$ cat config.mk
export PLATFORM = sky130hd
export DESIGN_NAME = stream_sink_ctrl
export DESIGN_NICKNAME = d
export VERILOG_FILES = /design/src/rtl/stream_pkg.sv /design/src/rtl/stream_stall_gen.sv /design/src/rtl/stream_sink_ctrl.sv
export SDC_FILE = /design/constraint.sdc
export NUM_CORES = 1
export LEC_CHECK = 0
export ABC_AREA = 1
export CAP_MARGIN = 20
export CORE_MARGIN = 10
export CORE_UTILIZATION = 55
export CTS_CLUSTER_DIAMETER = 30
export DETAILED_ROUTE_END_ITERATION = 8
export PLACE_DENSITY = 0.81
export SYNTH_ARGS = -nofsm -noshare
export SYNTH_HDL_FRONTEND = slang
export SYNTH_HIERARCHICAL = 1
export SYNTH_SLANG_ARGS = --single-unit
$ cat constraint.sdc
create_clock -name clk -period 3.09 [get_ports clk]
set_clock_uncertainty 0.15 [all_clocks]
set_input_delay 0.618 -clock clk [delete_from_list [all_inputs] [get_ports clk]]
set_output_delay 0.618 -clock clk [all_outputs]
set_load 0.05 [all_outputs]
$ cat src/rtl/stream_pkg.sv
// rtl/stream_pkg.sv - shared types and constants for the stream sink controller
package stream_pkg;

  typedef enum logic [1:0] {
    IDLE  = 2'd0,
    ARMED = 2'd1,
    RUN   = 2'd2,
    DONE  = 2'd3
  } state_t;

  // Fibonacci taps 16,14,13,11 expressed as bit positions 15,13,12,10
  localparam logic [15:0] LFSR_TAPS   = 16'hB400;
  localparam int          MAX_STALL   = 8;
  localparam int          STALL_CNT_W = $clog2(MAX_STALL + 1);

  function automatic logic [15:0] lfsr_next(input logic [15:0] s);
    return {s[14:0], ^(s & LFSR_TAPS)};
  endfunction

endpackage

$ cat src/rtl/stream_stall_gen.sv
// rtl/stream_stall_gen.sv - LFSR-driven backpressure generator
// stall is the next-cycle view, so the parent can register ready directly from it.
module stream_stall_gen
  import stream_pkg::*;
#(
  parameter logic [15:0] LFSR_SEED = 16'hACE1
) (
  input  logic clk,
  input  logic reset,
  input  logic en,
  input  logic ready_q,
  output logic stall
);

  // An all-zero seed would lock the LFSR, so it is replaced rather than trusted
  localparam logic [15:0] SEED_SAFE = (LFSR_SEED == 16'h0000) ? 16'h0001 : LFSR_SEED;

  logic [15:0]            r_lfsr;
  logic [STALL_CNT_W-1:0] r_cnt;
  logic [STALL_CNT_W-1:0] w_cnt_nxt;
  logic                   w_fire;

  assign w_fire = en && ready_q && (r_cnt == '0) && r_lfsr[0];

  always_comb begin
    w_cnt_nxt = '0;
    if (!en) begin
      w_cnt_nxt = '0;
    end else if (w_fire) begin
      w_cnt_nxt = STALL_CNT_W'(1) + STALL_CNT_W'(r_lfsr[3:1]);
    end else if (r_cnt != '0) begin
      w_cnt_nxt = r_cnt - STALL_CNT_W'(1);
    end
  end

  always_ff @(posedge clk or negedge reset) begin
    if (!reset) begin
      r_lfsr <= SEED_SAFE;
      r_cnt  <= '0;
    end else begin
      if (en) begin
        r_lfsr <= lfsr_next(r_lfsr);
      end
      r_cnt <= w_cnt_nxt;
    end
  end

  assign stall = (w_cnt_nxt != '0);

endmodule

$ cat src/rtl/stream_sink_ctrl.sv
// rtl/stream_sink_ctrl.sv - framed ready/valid pixel sink with position tracking and checksum
module stream_sink_ctrl
  import stream_pkg::*;
#(
  parameter int          DATA_W    = 8,
  parameter int          IMG_W     = 256,
  parameter int          IMG_H     = 256,
  parameter int          STALL_EN  = 1,
  parameter logic [15:0] LFSR_SEED = 16'hACE1,
  parameter int          SUM_W     = 32,
  localparam int         COL_W     = (IMG_W > 1) ? $clog2(IMG_W) : 1,
  localparam int         ROW_W     = (IMG_H > 1) ? $clog2(IMG_H) : 1
) (
  input  logic              clk,
  input  logic              reset,
  input  logic              start_in,
  input  logic              stop_in,
  input  logic [DATA_W-1:0] data_in,
  input  logic              valid,
  output logic              ready,
  output logic              line_end,
  output logic              done,
  output logic              busy,
  output logic [COL_W-1:0]  col,
  output logic [ROW_W-1:0]  row,
  output logic [SUM_W-1:0]  checksum
);

  localparam logic [COL_W-1:0] COL_LAST = COL_W'(IMG_W - 1);
  localparam logic [ROW_W-1:0] ROW_LAST = ROW_W'(IMG_H - 1);

  state_t           r_state;
  state_t           w_state_nxt;
  logic             r_ready;
  logic             r_line_end;
  logic             r_done;
  logic             r_busy;
  logic [COL_W-1:0] r_col;
  logic [ROW_W-1:0] r_row;
  logic [SUM_W-1:0] r_sum;

  logic w_acc;
  logic w_last_col;
  logic w_last_row;
  logic w_stall_en;
  logic w_stall;

  assign w_acc      = r_ready && valid;
  assign w_last_col = (r_col == COL_LAST);
  assign w_last_row = (r_row == ROW_LAST);
  assign w_stall_en = (STALL_EN != 0) && (r_state == RUN);

  stream_stall_gen #(
    .LFSR_SEED (LFSR_SEED)
  ) u_stall_gen (
    .clk     (clk),
    .reset   (reset),
    .en      (w_stall_en),
    .ready_q (r_ready),
    .stall   (w_stall)
  );

  always_ff @(posedge clk or negedge reset) begin
    if (!reset) begin
      r_state <= IDLE;
    end else begin
      r_state <= w_state_nxt;
    end
  end

  // start_in/stop_in are only looked at outside RUN, so a frame cannot be cut short
  always_comb begin
    w_state_nxt = r_state;
    case (r_state)
      IDLE:    if (start_in) w_state_nxt = ARMED;
      ARMED:   if (!start_in) w_state_nxt = RUN;
      RUN:     if (w_acc && w_last_col && w_last_row) w_state_nxt = DONE;
      DONE:    if (stop_in) w_state_nxt = IDLE;
      default: w_state_nxt = IDLE;
    endcase
  end

  always_ff @(posedge clk or negedge reset) begin
    if (!reset) begin
      r_ready    <= 1'b0;
      r_line_end <= 1'b0;
      r_done     <= 1'b0;
      r_busy     <= 1'b0;
      r_col      <= '0;
      r_row      <= '0;
      r_sum      <= '0;
    end else begin
      r_ready    <= (w_state_nxt == RUN) && !w_stall;
      r_busy     <= (w_state_nxt == ARMED) || (w_state_nxt == RUN);
      r_line_end <= w_acc && w_last_col;
      r_done     <= w_acc && w_last_col && w_last_row;
      if (r_state == ARMED && w_state_nxt == RUN) begin
        r_col <= '0;
        r_row <= '0;
        r_sum <= '0;
      end else if (w_acc) begin
        r_sum <= r_sum + SUM_W'(data_in);
        if (w_last_col) begin
          r_col <= '0;
          r_row <= w_last_row ? '0 : r_row + ROW_W'(1);
        end else begin
          r_col <= r_col + COL_W'(1);
        end
      end
    end
  end

  assign ready    = r_ready;
  assign line_end = r_line_end;
  assign done     = r_done;
  assign busy     = r_busy;
  assign col      = r_col;
  assign row      = r_row;
  assign checksum = r_sum;

endmodule
==> reports/metrics.yaml <==
outcome:
  outcome: "completed"
worst_setup_path:
  cp_max_fo: 6
  crit_path_end_kind: "flip-flop"
  worstSetupPathType: "flip-flop to flip-flop"
  crit_buf_inv: 2
  cp_slowest_cell: "dfrtp_1"
  crit_required_ns: 3.16
  worst_path_largest_cell_delay_ns: 0.40
  cp_common_cell: "nor2_1"
  worstPathArrival_ns: 2.85
  start_kind: "flip-flop"
  crit_chain: "ha_1 > nand2_1 > nor2_2 > nand4_1 > nor2_1 > o21ai_1 > o21ai_1 > inv_1 > ha_1 > nand3_2 > nand2_2 > buf_4 > nand3_1 > nor2_1 > o21ai_0 > nor2_1"
  cp_top_family: "simple AND/OR/NAND/NOR gates"
cts:
  tritoncts: "built"
  post_cts_buffers: 0
  cts.reportedPaths.clkPinSlew_ns: 0.08
  cts-buffers-inserted: 9
  clock-sinks: 74
  cts_max_path_buffers: 2
  clk_latency_ns: 0.35
  clockRootBuffer: "clkbuf_8"
  h-tree-depth: 3
cells_and_area:
  num-fill-cells: 656
  layout_commonest_cell: "nand2_1"
  drive_gt1_share_pct: 10.8
  final_cell_mix: "169 x nand2_1, 74 x inv_1, 66 x dfrtp_1, 63 x clkdlybuf4s50_1, 60 x nor2_1"
  diodes: 0
  fin_nets: 700
  area_delta_synth_final_pct: 22.1
  final_cell_area_mm2: 0.00541
grt:
  grt.overflow.total: 0
  grt_pass1_vias: 3917
  antenna_found_initial: 0
  grt_pass1_wl_mm: 18.9
  grt.total_usage_pct: 19.5
  grt_max_degree: 29
synth:
  netlist_area_mm2: 0.00443
  synthArstFlopShare_pct: 100
  synth_top_flop_cell: "dfrtp_1"
  synth.distinct_cells: 44
  synth_compound_area_share_pct: 8.59
  synthesis.nets: 626
  syn_avg_cell_area_um2: 7.41
  synth_top_family_by_area: "simple AND/OR/NAND/NOR gates"
  ys_seq_area_share_pct: 42.0
  synth_fa_ha_area_share_pct: 4.41
  synth_edf_count: 0
  yosysTopAreaCell: "dfrtp_1"
  synth.top_cell.area_share_pct: 37.3
  synthTopCellsByArea: "dfrtp_1 37%, nand2_1 14%, inv_1 6.3%"
  synthSimpleGateAreaFrac_pct: 34.3
  synthCells: 598
  synth_mux_area_share_pct: 0
  ys.warnings.count: 6
  synth_xor_area_share_pct: 1.58
  ys_ff_latch: 74
worst_hold_path:
  hold_path_class: "input port to async pin"
pwr:
  p_total_mw: 4.33
  vdd.ir_drop.worst_mv: 0.421
  p_per_area_mw_per_mm2: 800
  p_leak_nw: 2.66
floorplanning:
  die_h_um: 110
  pin_count: 65
  row_count: 32
  die_area_mm2: 0.0120
  initial_core_util_pct: 57.0
  die_w_um: 110
  design.core.area_mm2: 0.00777
timing:
  fmax_ghz: 0.361
  fin_hold_ws_ns: 0.129
  setup_ws_ns: 0.318
  slew_headroom_pct: 57.9
  worst_pin_slew_ns: 0.631
  fin_crit_ns: 2.77
  setup_viol: 0
  fin_crit_sh_pct: 89.7
  finalSetupTns_ns: 0
  rsz0062_at_grt: "false"
  report.final.slew_viol_count: 0
  finalHoldViolations: 0
drt:
  drt_iter0_markers: 241
  post_drt_wl_per_cell_um: 14.4
  vias: 4133
  firstDrtPassIters: 5
  wirelength_mm: 11.2
  vias_per_cell: 5.31
  drc: 0
  drt.antenna.violating_nets: 0
place:
  post_dp_cell_area_mm2: 0.00520
  io_buffers: 64
  hpwlAfterDp_mm: 8.66
  place_congestion: 0.909
  dp_slack_ns: 0.00630
run:
  max_cap_viol_count: 0
Yosys cell counts, drive strengths merged (2+ instances only):
cell	number
xor2	3
a21oi	24
nor3	13
buf	13
nor2	68
nand2	176
nor3b	2
inv	83
o21a	3
a22o	2
clkinv	3
dfrtp	66
nand3	56
ha	14
nand4	11
o21ai	36
dfstp	8
xnor2	5
or2	3
registers in the layout, summed over array words and instances (netlist names):
register and flops:
busy 1, checksum 32, col 8, done 1, line_end 1, r_state 2
ready 1, row 8, u_stall_gen/r_cnt 4, u_stall_gen/r_lfsr 16
worst reg2reg max path: cells and delay by family, from the launching register on:
family          cells  cell delay, ns
flops               1            0.40
fa+ha+maj           2            0.42
compound gates      3            0.35
simple gates        9            1.07
buf+inv             2            0.25
layout make-up:
type	count	area (um^2)	area share, %
multi-input cells	425	2170	40.1
flip-flops and latches	74	1860	34.4
repair buffers	76	726	13.4
inverters	86	323	5.97
clock buffers	11	141	2.61
well taps	102	128	2.36
clock inverters	5	62.6	1.16
where the power goes:
part / internal, mW / switching (mW) / total [mW]
Clock: 0.400 / 0.383 / 0.783
Combinational: 0.681 / 1.45 / 2.13
Sequential: 1.17 / 0.241 / 1.41
final timing paths:
check	slack, ns	startpoint	depth (start not counted)	end
max	0.32	row[1]	16	col[4]
min	0.13	reset	1	u_stall_gen/r_lfsr[3]
max reg2reg	0.32	row[1]	16	col[4]
min reg2reg	0.32	u_stall_gen/r_lfsr[0]	2	u_stall_gen/r_lfsr[0]
max in group asynchronous	1.87	reset	2	u_stall_gen/r_lfsr[11]
min in group clk	0.32	u_stall_gen/r_lfsr[0]	2	u_stall_gen/r_lfsr[0]
repair_timing:
action,in CTS,in global routing
hold buffers,0,0
resized for setup,0,1
setup endpoints to repair,0,5
kinds of logic after synthesis:
logic type	after synthesis
and+or+nand+nor	332
adders and majority gates	15
buffers and inverters	99
xor gates and xnor gates	8
DFF	74
AOI/OAI and AO/OA	70
per-stage QoR:
stage	utilization, %	std cells
global route	69.6	779
detailed placement	67.0	763
finish	69.6	779
floorplan	-	598
global placement	67.0	763
CTS	69.6	779
layer usage:
layer	vias up	GRT usage [%]	wire length (um)
met5	-	0	0
met4	0	7.62	222
met3	27	4.68	712
met2	125	31.6	5330
met1	1932	24.5	4930
li1	2049	-	-
No activity file was read; power rests on OpenSTA's default activity.
